**config.mk**
```make
export PLATFORM = sky130hd
export DESIGN_NAME = and_share_arbiter_flat
export DESIGN_NICKNAME = d
export VERILOG_FILES = /design/src/rtl/and_share_arbiter_pkg.sv /design/src/rtl/and_share_arbiter_if.sv /design/src/rtl/and_share_arbiter_and_stage.sv /design/src/rtl/and_share_arbiter.sv /design/src/flat_wrapper.sv
export SDC_FILE = /design/constraint.sdc
export NUM_CORES = 1
export LEC_CHECK = 0
export CORE_ASPECT_RATIO = 0.8
export CORE_MARGIN = 4
export CORE_UTILIZATION = 34
export CTS_BUF_LIST = sky130_fd_sc_hd__clkbuf_16
export CTS_CLUSTER_SIZE = 30
export DETAILED_ROUTE_END_ITERATION = 10
export MAX_ROUTING_LAYER = met4
export PLACE_DENSITY = 0.85
export RECOVER_POWER = 25
export SYNTH_ARGS = -nofsm -noshare
export SYNTH_HDL_FRONTEND = slang
export SYNTH_SLANG_ARGS = --single-unit
```
**constraint.sdc**
```tcl
create_clock -name clk -period 4.67 [get_ports clk]
set_input_delay 0.934 -clock clk [delete_from_list [all_inputs] [get_ports clk]]
set_output_delay 0.934 -clock clk [all_outputs]
set_load 0.05 [all_outputs]
```
**src/rtl/and_share_arbiter_pkg.sv**
```systemverilog
// Shared defaults and width helpers for the round-robin AND-sharing arbiter.
package and_share_arbiter_pkg;

  localparam int N_REQ_DEFAULT = 4;
  localparam int WIDTH_DEFAULT = 8;

  // Requester index width; a single-bit index is kept even for degenerate counts.
  function automatic int id_w(input int n);
    return (n > 1) ? $clog2(n) : 1;
  endfunction

endpackage

```
**src/rtl/and_share_arbiter_if.sv**
```systemverilog
// Request/grant and result handshake bundle between requesters, arbiter and consumer.
interface and_share_arbiter_if
  import and_share_arbiter_pkg::*;
#(
  parameter int N_REQ = N_REQ_DEFAULT,
  parameter int WIDTH = WIDTH_DEFAULT
);
  localparam int ID_W = id_w(N_REQ);

  logic [N_REQ-1:0]       req;
  logic [N_REQ*WIDTH-1:0] a_in;
  logic [N_REQ*WIDTH-1:0] b_in;
  logic [N_REQ-1:0]       gnt;
  logic                   res_valid;
  logic                   res_ready;
  logic [WIDTH-1:0]       res_data;
  logic [ID_W-1:0]        res_id;

  modport master (
    output req, a_in, b_in, res_ready,
    input  gnt, res_valid, res_data, res_id
  );

  modport slave (
    input  req, a_in, b_in, res_ready,
    output gnt, res_valid, res_data, res_id
  );
endinterface

```
**src/rtl/and_share_arbiter_and_stage.sv**
```systemverilog
// Registered bitwise AND of the granted operands, tagged with the requester index.
module and_stage
  import and_share_arbiter_pkg::*;
#(
  parameter int WIDTH = WIDTH_DEFAULT,
  parameter int ID_W  = id_w(N_REQ_DEFAULT)
) (
  input  logic             clk,
  input  logic             rst,
  input  logic             load,
  input  logic [WIDTH-1:0] a,
  input  logic [WIDTH-1:0] b,
  input  logic [ID_W-1:0]  id_in,
  output logic [WIDTH-1:0] res_data,
  output logic [ID_W-1:0]  res_id
);
  logic [WIDTH-1:0] data_q, data_d;
  logic [ID_W-1:0]  id_q, id_d;

  always_comb begin
    data_d = data_q;
    id_d   = id_q;
    if (load) begin
      data_d = a & b;
      id_d   = id_in;
    end
  end

  always_ff @(posedge clk) begin
    if (rst) begin
      data_q <= '0;
      id_q   <= '0;
    end else begin
      data_q <= data_d;
      id_q   <= id_d;
    end
  end

  assign res_data = data_q;
  assign res_id   = id_q;
endmodule

```
**src/rtl/and_share_arbiter.sv**
```systemverilog
// Round-robin arbiter feeding one shared registered AND stage, with a valid/ready result port.
module and_share_arbiter
  import and_share_arbiter_pkg::*;
#(
  parameter int N_REQ = N_REQ_DEFAULT,
  parameter int WIDTH = WIDTH_DEFAULT
) (
  input logic               clk,
  input logic               rst,
  and_share_arbiter_if.slave bus
);
  localparam int ID_W = id_w(N_REQ);

  logic [ID_W-1:0]  ptr_q, ptr_d;
  logic             res_valid_q, res_valid_d;
  logic             accept;
  logic             transfer;
  logic [ID_W-1:0]  hi_idx, lo_idx, sel;
  logic             hi_found, lo_found;
  logic [N_REQ-1:0] gnt;
  logic [WIDTH-1:0] a_sel, b_sel;
  logic [WIDTH-1:0] res_data;
  logic [ID_W-1:0]  res_id;

  // Lowest request at or above ptr wins; otherwise wrap to the lowest request overall.
  always_comb begin
    hi_idx   = '0;
    lo_idx   = '0;
    hi_found = 1'b0;
    lo_found = 1'b0;
    for (int i = N_REQ - 1; i >= 0; i--) begin
      if (bus.req[i]) begin
        lo_idx   = ID_W'(i);
        lo_found = 1'b1;
        if (ID_W'(i) >= ptr_q) begin
          hi_idx   = ID_W'(i);
          hi_found = 1'b1;
        end
      end
    end
    sel = hi_found ? hi_idx : lo_idx;
  end

  assign accept   = !res_valid_q || bus.res_ready;
  assign transfer = !rst && accept && lo_found;

  always_comb begin
    gnt = '0;
    if (transfer) gnt[sel] = 1'b1;
  end

  assign a_sel = bus.a_in[sel*WIDTH +: WIDTH];
  assign b_sel = bus.b_in[sel*WIDTH +: WIDTH];

  always_comb begin
    ptr_d       = ptr_q;
    res_valid_d = res_valid_q;
    if (transfer) begin
      ptr_d       = (sel == ID_W'(N_REQ - 1)) ? '0 : sel + 1'b1;
      res_valid_d = 1'b1;
    end else if (bus.res_ready) begin
      res_valid_d = 1'b0;
    end
  end

  always_ff @(posedge clk) begin
    if (rst) begin
      ptr_q       <= '0;
      res_valid_q <= 1'b0;
    end else begin
      ptr_q       <= ptr_d;
      res_valid_q <= res_valid_d;
    end
  end

  and_stage #(
    .WIDTH (WIDTH),
    .ID_W  (ID_W)
  ) u_and_stage (
    .clk      (clk),
    .rst      (rst),
    .load     (transfer),
    .a        (a_sel),
    .b        (b_sel),
    .id_in    (sel),
    .res_data (res_data),
    .res_id   (res_id)
  );

  assign bus.gnt       = gnt;
  assign bus.res_valid = res_valid_q;
  assign bus.res_data  = res_data;
  assign bus.res_id    = res_id;
endmodule

```
**src/flat_wrapper.sv**
```systemverilog
// flat-port wrapper written by rule: the top's interface ports become plain ports
module and_share_arbiter_flat import and_share_arbiter_pkg::*;
#(
  parameter int N_REQ = N_REQ_DEFAULT,
  parameter int WIDTH = WIDTH_DEFAULT
)
  (clk, rst, bus_req, bus_a_in, bus_b_in, bus_res_ready, bus_gnt, bus_res_valid, bus_res_data, bus_res_id);
  and_share_arbiter_if #(.N_REQ(N_REQ), .WIDTH(WIDTH)) bus_i ();
  input logic clk;
  input logic rst;
  input wire logic [$bits(bus_i.req)-1:0] bus_req;
  input wire logic [$bits(bus_i.a_in)-1:0] bus_a_in;
  input wire logic [$bits(bus_i.b_in)-1:0] bus_b_in;
  input wire logic [$bits(bus_i.res_ready)-1:0] bus_res_ready;
  output wire logic [$bits(bus_i.gnt)-1:0] bus_gnt;
  output wire logic [$bits(bus_i.res_valid)-1:0] bus_res_valid;
  output wire logic [$bits(bus_i.res_data)-1:0] bus_res_data;
  output wire logic [$bits(bus_i.res_id)-1:0] bus_res_id;
  assign bus_i.req = bus_req;
  assign bus_i.a_in = bus_a_in;
  assign bus_i.b_in = bus_b_in;
  assign bus_i.res_ready = bus_res_ready;
  assign bus_gnt = bus_i.gnt;
  assign bus_res_valid = bus_i.res_valid;
  assign bus_res_data = bus_i.res_data;
  assign bus_res_id = bus_i.res_id;
  and_share_arbiter #(.N_REQ(N_REQ), .WIDTH(WIDTH)) u_core (.clk(clk), .rst(rst), .bus(bus_i));
endmodule
```
==> results.md <==
* Setup CP Type: primary input to output pin
* Syn. warnings at 0
* Design Power at 0.000597 W
* CTS tree: done
* Worst-Margin Slew at roughly 0.63 ns
* N_diodes at 0
* Total global routing track utilization at 0.170
* Number of antenna violations at the first check in global routing at 0
* First-pass GRT wire length at 4810 µm
* Tcrit/Tclk final at 0.925
* Die Y at 56.6 µm
* Max-slew headroom at 0.580
* Initial drt markers at 46
* Remaining routing DRC violations at 0
* Place WS at 0.453 ns
* Final Max Slew Viols at 0
* Max-capacitance violation count at 0
* Cell Area, Synth at 1000 µm²
* Hold WC Path Type: flip-flop to flip-flop
* Reg clk slew, reported paths at approximately 0.040 ns
* Vias in the first global route at 1205
* Worst IR drop on VDD at 0.158 mV
* Syn Area/Cell at around 8.4 µm²
* Largest buffer count on any clock path at 2
* Clock H-tree levels at 1
* RSZ-0062 raised after global routing: no
* Largest net degree at the start of global routing at 16
* CP Data Arrival Time at 3.39 ns
* FFs w/ async S/R, synth at 0
* Routability cong. at 0.681
* Core Rows at 17
* Aggregate routed wire length at 3290 µm
* Post-cts resize count at 0
* GRT overflow at 0
* Die area at 3890 µm²
* Critical path required time at 3.74 ns
* Setup TNS at 0 ns
* Root Buffer: clkbuf_16
* Register area share after synthesis at 0.259
* Number of setup buffers added after CTS at 0
* FMAX at roughly 230 MHz
* Buf/Inv on CP at 3
* Hold-fix buffers, CTS at 0
* Die Wd at around 69 µm
* Worst setup margin at 0.348 ns
* Crit Path Max Fanout at 4
* Pleak at 0.881 nW
* Delay-heaviest family, CP: buffers and inverters
* Wire per inst at 13.5 µm
* Top_reg_cell synth: dfxtp_1
* Worst skew pair latency at 0.24 ns
* Final instance area at 1940 µm²
* Via count at about 1200
* IO Port Bufs at 85
* Placed cell area at 1860 µm²
* Post-DR vias/cell at 4.94
* CP Cell Sequence: dlygate4sd3_1 > nor2b_1 > o21a_1 > nor3_2 > inv_1 > ha_1 > and2_1 > clkdlybuf4s50_1
* Worst Skew at approximately 0.0042 ns
* Slowest stage delay, CP at slightly below 0.7 ns
* Area of the core at approximately 2800 µm²
* Post-synthesis register bit count at 13
* Distinct cell type count after synthesis at 30
* Num CTS Buffers at 3
* Final nets at ~280
* Crit path time final at roughly 4.3 ns
* Startpoint Class: primary input
* P&R area growth vs syn at 93.6%
* Crit-path slowest cell: clkdlybuf4s50_1
* Ports at 86
* Worst Setup End Kind: output pin
* DRT Pass-1 Iters at 4
* Synth Net Count at 195
* Final Hold Vio Count at 0
* Dpl hpwl at approximately 2700 µm
* Post-layout util at 0.697
* PwrDens at 307 nW/µm²
* Sink Count at 13
* Share of cells above drive strength 1 at 0.0680
* Final setup fails at 0
* Starting Density at 0.360
* Status: completed
* Post-route ant nets at 0
* Number of flops mapped to enable cells by yosys at 0
* Syn Inst Count at between 100 and 150
==> report_power, final <==
part | internal, W | leakage, nW | switching (W)
clock | 0.000113 | 0.0423 | 0.0000454
combinational | 0.000139 | 0.731 | 0.000156
sequential | 0.000131 | 0.107 | 0.0000126
total | 0.000383 | 0.881 | 0.000213
==> state kept, by name, summed over array words and instances, names as in the netlist <==
register / cells
u_core.u_and_stage.res_id: 2
u_core.bus.res_valid: 1
u_core.u_and_stage.res_data: 8
u_core.ptr_q: 2
==> layout by cell type, fill, tap and decap left out <==
cell type	instances
and2b_1	1
a21oi_1	3
nand3_1	2
nor2_1	3
nor3_2	1
ha_1	4
nor3_1	1
clkbuf_16	3
and3_2	3
or3_1	1
nor2_2	1
inv_1	3
clkdlybuf4s50_1	77
buf_4	3
nor2b_1	4
and2_1	4
nor4_1	1
nand2_1	34
a31o_1	1
mux2i_1	16
dfxtp_1	13
inv_2	1
o32ai_4	1
nor4_4	1
o21ai_1	1
and3_1	5
a221o_1	8
o21a_1	1
nand2b_1	2
dlygate4sd3_1	7
==> metrics by stage <==
step,std cells,hold WS [ns]
2_1_floorplan,120,0.464
3_3_place_gp,240,0.449
3_5_place_dp,240,0.468
4_1_cts,244,0.474
5_1_grt,244,0.494
6_report,244,0.473
==> cells by family after synthesis <==
family,share of synthesized area
simple gates,0.327
mux,0.160
compound gates,0.132
flops,0.259
buf+inv,0.0723
fa+ha+maj,0.0499
==> metal layers <==
layer / up-vias / GRT usage / wire length [µm]
li1: 596 / - / -
met5: - / - / 0
met1: 547 / 0.165 / 1240
met4: 0 / 0.0667 / 72
met2: 55 / 0.302 / 1670
met3: 8 / 0.0560 / 304
==> Yosys cell counts (3+ instances only) <==
master	number	area, µm²
and2_1	4	25.0
nor2_1	3	11.3
nor2b_1	4	25.0
a21oi_1	3	15.0
dfxtp_1	13	260
mux2i_1	16	160
and3_1	5	31.3
ha_1	4	50.1
and3_2	3	22.5
a221o_1	8	80.1
nand2_1	34	128
==> path summary, 6_finish.rpt <==
check / slack (ns) / to / startpoint / cells past startpoint
hold reg to reg: 0.47 / u_core.u_and_stage.res_id[1] / u_core.u_and_stage.res_id[1] / 2
setup / recovery: 0.35 / bus_gnt[2] / bus_req[2] / 8
setup reg to reg: 2.77 / u_core.u_and_stage.res_data[7] / u_core.bus.res_valid / 4
hold / removal: 0.47 / u_core.u_and_stage.res_id[1] / u_core.u_and_stage.res_id[1] / 2
==> layout make-up <==
class,count,area (µm²)
clock buffer,3,75.1
inverter,3,11.3
timing repair buffer,87,863
sequential,13,260
clock inverter,1,3.75
tap,38,47.5
fill,234,843
multi-input combinational,99,682
==> worst reg2reg max path, cell delays in order, from the launching register on <==
cell	delay, ns
dfxtp_1	0.30
nor2b_1	0.14
or3_1	0.56
nor4_4	0.56
a221o_1	0.28
No activity file was read; power rests on OpenSTA's default activity.
